--- src/rtl/mem_arb_pkg.sv ---
// ============================================================================
// mem_arb_pkg : shared types and constants for the stream-memory write arbiter
// Revision    : 1.0
// ============================================================================
`default_nettype none

package mem_arb_pkg;

  localparam int DEF_DATA_WIDTH = 32;
  localparam int DEF_CNT_WIDTH  = 12;

  typedef enum logic [1:0] {
    IDLE   = 2'd0,
    GRANT0 = 2'd1,
    GRANT1 = 2'd2
  } state_e;

  localparam logic [1:0] GNT_NONE = 2'b00;
  localparam logic [1:0] GNT_S00  = 2'b01;
  localparam logic [1:0] GNT_S01  = 2'b10;

endpackage

`default_nettype wire

--- src/rtl/mem_arb_pick.sv ---
// ============================================================================
// mem_arb_pick : combinational 2-way picker; MEM_ARB_FIXED_PRIO_EN selects
//                fixed s00 priority instead of round-robin on a tie
// Revision     : 1.0
// ============================================================================
`default_nettype none

module mem_arb_pick
  import mem_arb_pkg::*;
(
  input  logic [1:0] req,
  input  logic       last_grant,
  output logic [1:0] pick
);

`ifdef MEM_ARB_FIXED_PRIO_EN
  logic unused_last_grant;
  assign unused_last_grant = last_grant;

  always_comb begin
    pick = GNT_NONE;
    if (req[0])      pick = GNT_S00;
    else if (req[1]) pick = GNT_S01;
  end
`else
  // last_grant: 0 = s00 served last, 1 = s01 served last
  always_comb begin
    pick = GNT_NONE;
    case (req)
      2'b01:   pick = GNT_S00;
      2'b10:   pick = GNT_S01;
      2'b11:   pick = last_grant ? GNT_S00 : GNT_S01;
      default: pick = GNT_NONE;
    endcase
  end
`endif

endmodule

`default_nettype wire

--- src/rtl/mem_wr_arbiter.sv ---
// ============================================================================
// mem_wr_arbiter : packet-granular 2:1 AXI-Stream write arbiter in front of the
//                  stream memory; MEM_ARB_FIXED_PRIO_EN gives fixed s00 priority
// Revision       : 1.0
// ============================================================================
`default_nettype none

module mem_wr_arbiter
  import mem_arb_pkg::*;
#(
  parameter int DATA_WIDTH = DEF_DATA_WIDTH,
  parameter int CNT_WIDTH  = DEF_CNT_WIDTH
) (
  input  logic                    axis_aclk,
  input  logic                    axis_aresetn,
  input  logic [DATA_WIDTH-1:0]   s00_axis_tdata,
  input  logic [DATA_WIDTH/8-1:0] s00_axis_tstrb,
  input  logic                    s00_axis_tvalid,
  input  logic                    s00_axis_tlast,
  output logic                    s00_axis_tready,
  input  logic [DATA_WIDTH-1:0]   s01_axis_tdata,
  input  logic [DATA_WIDTH/8-1:0] s01_axis_tstrb,
  input  logic                    s01_axis_tvalid,
  input  logic                    s01_axis_tlast,
  output logic                    s01_axis_tready,
  output logic [DATA_WIDTH-1:0]   m02_axis_tdata,
  output logic [DATA_WIDTH/8-1:0] m02_axis_tstrb,
  output logic                    m02_axis_tvalid,
  output logic                    m02_axis_tlast,
  input  logic                    m02_axis_tready,
  output logic [1:0]              grant,
  output logic [CNT_WIDTH-1:0]    beat_cnt,
  output logic [CNT_WIDTH-1:0]    pkt_cnt0,
  output logic [CNT_WIDTH-1:0]    pkt_cnt1
);

  localparam logic [CNT_WIDTH-1:0] CNT_ONE = 1;
  localparam logic [CNT_WIDTH-1:0] CNT_MAX = '1;

  state_e               state_q, state_d;
  logic [CNT_WIDTH-1:0] beat_cnt_q, beat_cnt_d;
  logic [CNT_WIDTH-1:0] pkt_cnt0_q, pkt_cnt0_d;
  logic [CNT_WIDTH-1:0] pkt_cnt1_q, pkt_cnt1_d;
  logic                 last_grant_q;
  logic [1:0]           pick;
  logic                 xfer;

  mem_arb_pick u_pick (
    .req        ({s01_axis_tvalid, s00_axis_tvalid}),
    .last_grant (last_grant_q),
    .pick       (pick)
  );

  // Pass-through mux: purely a function of the registered owner.
  always_comb begin
    m02_axis_tdata  = '0;
    m02_axis_tstrb  = '0;
    m02_axis_tvalid = 1'b0;
    m02_axis_tlast  = 1'b0;
    s00_axis_tready = 1'b0;
    s01_axis_tready = 1'b0;
    grant           = GNT_NONE;
    case (state_q)
      GRANT0: begin
        m02_axis_tdata  = s00_axis_tdata;
        m02_axis_tstrb  = s00_axis_tstrb;
        m02_axis_tvalid = s00_axis_tvalid;
        m02_axis_tlast  = s00_axis_tlast;
        s00_axis_tready = m02_axis_tready;
        grant           = GNT_S00;
      end
      GRANT1: begin
        m02_axis_tdata  = s01_axis_tdata;
        m02_axis_tstrb  = s01_axis_tstrb;
        m02_axis_tvalid = s01_axis_tvalid;
        m02_axis_tlast  = s01_axis_tlast;
        s01_axis_tready = m02_axis_tready;
        grant           = GNT_S01;
      end
      default: ;
    endcase
  end

  assign xfer = m02_axis_tvalid && m02_axis_tready;

  always_comb begin
    state_d    = state_q;
    beat_cnt_d = beat_cnt_q;
    pkt_cnt0_d = pkt_cnt0_q;
    pkt_cnt1_d = pkt_cnt1_q;
    case (state_q)
      IDLE: begin
        if (pick == GNT_S00)      state_d = GRANT0;
        else if (pick == GNT_S01) state_d = GRANT1;
      end
      GRANT0, GRANT1: begin
        if (xfer) begin
          if (m02_axis_tlast) begin
            beat_cnt_d = '0;
            state_d    = IDLE;
            if (state_q == GRANT0) pkt_cnt0_d = pkt_cnt0_q + CNT_ONE;
            else                   pkt_cnt1_d = pkt_cnt1_q + CNT_ONE;
          end else if (beat_cnt_q != CNT_MAX) begin
            beat_cnt_d = beat_cnt_q + CNT_ONE;
          end
        end
      end
      default: state_d = IDLE;
    endcase
  end

`ifdef MEM_ARB_FIXED_PRIO_EN
  assign last_grant_q = 1'b1;
`else
  logic last_grant_d;

  always_comb begin
    last_grant_d = last_grant_q;
    if (xfer && m02_axis_tlast) last_grant_d = (state_q == GRANT1);
  end

  // Reset to "s01 served last" so s00 wins the first tie.
  always_ff @(posedge axis_aclk) begin
    if (!axis_aresetn) last_grant_q <= 1'b1;
    else               last_grant_q <= last_grant_d;
  end
`endif

  always_ff @(posedge axis_aclk) begin
    if (!axis_aresetn) begin
      state_q    <= IDLE;
      beat_cnt_q <= '0;
      pkt_cnt0_q <= '0;
      pkt_cnt1_q <= '0;
    end else begin
      state_q    <= state_d;
      beat_cnt_q <= beat_cnt_d;
      pkt_cnt0_q <= pkt_cnt0_d;
      pkt_cnt1_q <= pkt_cnt1_d;
    end
  end

  assign beat_cnt = beat_cnt_q;
  assign pkt_cnt0 = pkt_cnt0_q;
  assign pkt_cnt1 = pkt_cnt1_q;

endmodule

`default_nettype wire

--- config.mk ---
export PLATFORM = sky130hd
export DESIGN_NAME = mem_wr_arbiter
export DESIGN_NICKNAME = d
export VERILOG_FILES = /design/src/rtl/mem_arb_pkg.sv /design/src/rtl/mem_arb_pick.sv /design/src/rtl/mem_wr_arbiter.sv
export SDC_FILE = /design/constraint.sdc
export NUM_CORES = 1
export LEC_CHECK = 0
export ABC_CLOCK_PERIOD_IN_PS = 2000
export BUFFER_PORTS_ARGS = -buffer_cell sky130_fd_sc_hd__buf_2
export CAP_MARGIN = 0
export CORE_MARGIN = 3
export CORE_UTILIZATION = 40
export DETAILED_ROUTE_END_ITERATION = 8
export GPL_TIMING_DRIVEN = 1
export PLACE_DENSITY_LB_ADDON = 0.05
export SLEW_MARGIN = 20
export SYNTH_ARGS = -nofsm -noshare
export SYNTH_HDL_FRONTEND = slang
export SYNTH_SLANG_ARGS = --single-unit
--- constraint.sdc ---
create_clock -name axis_aclk -period 2 [get_ports axis_aclk]
set_input_delay 0.3 -clock axis_aclk [delete_from_list [all_inputs] [get_ports axis_aclk]]
set_output_delay 0.3 -clock axis_aclk [all_outputs]
set_load 0.01 [all_outputs]
==> impl_metrics.json <==
{
  "finalPower_mw": 3.12,
  "hold_end": "last_grant_q",
  "worst_slack_ps": 55.6,
  "route.detailed.drc": 0,
  "fin_nets": 590,
  "wire_per_inst_um": 15.0,
  "worstSkewPairLatency_ps": 290,
  "synth_xor_area_share_pct": 1.67,
  "drt_wl_total_um": 8660,
  "yosys.area_share.adder_pct": 4.29,
  "viasPerCell": 5.58,
  "grt.total_usage_pct": 21.7,
  "cap_viol_max_count": 0,
  "first_pass_iters": 4,
  "syn_avg_cell_area_um2": 7.91,
  "seq_area_um2": 786,
  "drt.antenna.violating_nets": 0,
  "synth_ff_type": "dfxtp_1",
  "clock-skew-final_ps": 1.51,
  "cp-start-kind": "flop",
  "rr_endpoint": "pkt_cnt1[6]",
  "syn_to_final_growth_pct": 44.4,
  "die-width_um": 87.1,
  "crit_slowest_cell": "dfxtp_4",
  "slew_viol_final": 0,
  "row_count": 28,
  "grt.overflow.total": 0,
  "outcome": "complete, no violations",
  "multi_input_area_um2": 1800,
  "worstSetupPathType": "flop to output port",
  "cts_buffer_depth": 2,
  "finalSetupViolCount": 0,
  "fin_crit_ps": 1940,
  "synthDistinctLibCells": 45,
  "via_count": 3228,
  "ios": 157,
  "hp-start": "axis_aresetn",
  "cpMostUsedCell": "inv_2",
  "fin_area_um2": 3790,
  "drt_iter0_markers": 137,
  "hp-class": "primary input to flop",
  "fin_crit_sh_pct": 97.2,
  "drive_gt1_share_pct": 40.8,
  "post-place-ws_ps": 6.32,
  "cp.arrival_ps": 1640,
  "reg2regPathDepth": 6,
  "postLayoutCoreUtil_pct": 61.9,
  "synth_area_leader_cell": "dfxtp_1",
  "synth_common_cells": "dfxtp_1 (39), a22oi_1 (37), nor2b_1 (37)",
  "synth_top_family_by_area": "simple AND/OR/NAND/NOR gates",
  "syn_area_um2": 2630,
  "synth_seq_area_share_pct": 29.7,
  "end_kind": "output port",
  "grt_pass1_vias": 2953,
  "hpwlAfterDp_um": 6640,
  "synthMuxAreaShare_pct": 3.81,
  "r2r_start": "state_q[1]",
  "max_stage_delay_ps": 380,
  "initial_utilization_pct": 42.9,
  "ys_ff_latch": 39,
  "hold_depth": 3,
  "ctsHoldBuffers": 0,
  "io_buffers": 156,
  "cts_tree": "built",
  "synth_warnings": 0,
  "place_area_um2": 3610,
  "fmax_mhz": 514,
  "clk_pin_slew_ps": 70,
  "globalplace.congestion": 0.805,
  "synth_top_area_share_pct": 29.7,
  "max_slew_margin_pct": 76.3,
  "leakage_nw": 1.68,
  "fin_hold_ws_ps": 427,
  "cts_root_buf": "clkbuf_8",
  "die_area_um2": 7580,
  "synthTopCellsByArea": "dfxtp_1 (30%), a22oi_1 (11%), nor2b_1 (8.8%)",
  "netlist_instances": 332,
  "n_antenna_cell": 0,
  "antenna_found_initial": 0,
  "core_area_um2": 6130,
  "die_h_um": 87.1,
  "r2r_slack_ps": 90,
  "synth_compound_area_share_pct": 23.4,
  "synth-async-reset-ratio_pct": 0,
  "cts.sinks": 39,
  "grt_max_degree": 39,
  "final-hold-violation-count": 0,
  "numCtsBuffers": 5,
  "grt_pass1_wl_um": 13600,
  "cp.required_ps": 1700,
  "crit_fanout": 6,
  "ir_worst_vdd_v": 0.000558,
  "n_fill_cell": 551,
  "synth_edf_count": 0,
  "yosys.area_share.simple_pct": 33.0,
  "htree_levels": 2,
  "synth_most_common_cell": "dfxtp_1",
  "syn_nets": 420,
  "p_per_area_nw_per_um2": 822,
  "worstPathCellList": "inv_2 > ha_4 > a22o_1 > buf_4 > nand2_1 > inv_2 > buf_2",
  "tightest_slew_ps": 353
}
## kinds of logic after synthesis
kind of cell	count (synthesis)
AO/OA/AOI/OAI	88
AND/OR/NAND/NOR	153
XOR/XNOR	5
adder cells (fa/ha/maj)	9
buffers and inverters	28
multiplexers	10
flip-flops	39
## cell usage in the layout, fill, tap and decap left out, drive strengths merged, types with 2 or more instances in the layout
master,Yosys,layout
buf,3,182
dfxtp,39,39
a22oi,38,38
nor2b,37,37
nand2,29,29
a21oi,18,18
nand3,18,18
nor2,11,11
nand4,10,10
or4,10,10
mux2i,10,10
or3,10,10
ha,9,9
inv,8,8
o21ai,7,7
clkbuf,16,7
nand2b,6,6
o31ai,6,6
nor3,5,5
and2,4,4
xnor2,4,4
o311ai,4,4
and4,3,3
a31oi,3,3
nor4,3,3
a22o,3,3
nand3b,2,2
o211ai,2,2
clkinv,1,2
## cell type report
| type | count | area share, % |
|---|---|---|
| Tap cell | 75 | 2.47 |
| Inverter | 9 | 0.891 |
| Clock inverter | 1 | 0.132 |
| Timing Repair Buffer | 182 | 26.4 |
| Clock buffer | 7 | 2.01 |
| Multi-Input combinational cell | 265 | 47.4 |
| Sequential cell | 39 | 20.7 |
## routing by layer
| metal | global-route usage (%) | wire length (um) | vias up |
|---|---|---|---|
| met5 | 0 | 0 | - |
| met4 | 5.67 | 114 | 0 |
| met3 | 5.68 | 634 | 12 |
| met2 | 37.1 | 4290 | 123 |
| met1 | 26.9 | 3620 | 1500 |
| li1 | - | - | 1593 |
## worst max path at each step
stage / cells after the start / start / endpoint / slack, ps
after global placement: 6 / state_q[0] / beat_cnt[7] / 60
after global routing: 7 / state_q[0] / m02_axis_tlast / -10
final: 7 / state_q[0] / m02_axis_tlast / 60
after detailed placement: 6 / state_q[0] / beat_cnt[7] / 6
after floorplan: 6 / state_q[0] / pkt_cnt1[8] / 20
after CTS: 6 / state_q[1] / pkt_cnt1[8] / 2
## worst max-delay path, delay by kind of cell, from the launching register on
kind | cells | cell delay [ps]
buffers and inverters | 4 | 410
flip-flops | 1 | 380
AO/OA/AOI/OAI | 1 | 260
adder cells (fa/ha/maj) | 1 | 200
AND/OR/NAND/NOR | 1 | 100
## metrics by stage
| step | instances | setup TNS, ps |
|---|---|---|
| after floorplan | 332 | 0 |
| after global placement | 568 | 0 |
| after detailed placement | 568 | 0 |
| after CTS | 577 | 0 |
| after global routing | 578 | -9.77 |
| final | 578 | 0 |
## state kept, by name (all words and copies together), names as in the netlist
name	flops
pkt_cnt1	12
pkt_cnt0	12
beat_cnt	12
state_q	2
last_grant_q	1
## timing repair
item,4_1_cts,5_1_grt
setup endpoints to repair,40,59
resized for setup,7,15
setup buffers,1,1
pin swaps,1,3
cloned,0,0
## power breakdown
part | switching [mW] | internal, mW | total (mW)
logic | 0.895 | 0.868 | 1.76
clock network | 0.275 | 0.245 | 0.520
registers | 0.0323 | 0.801 | 0.834
(Power assumes the default switching activity.)
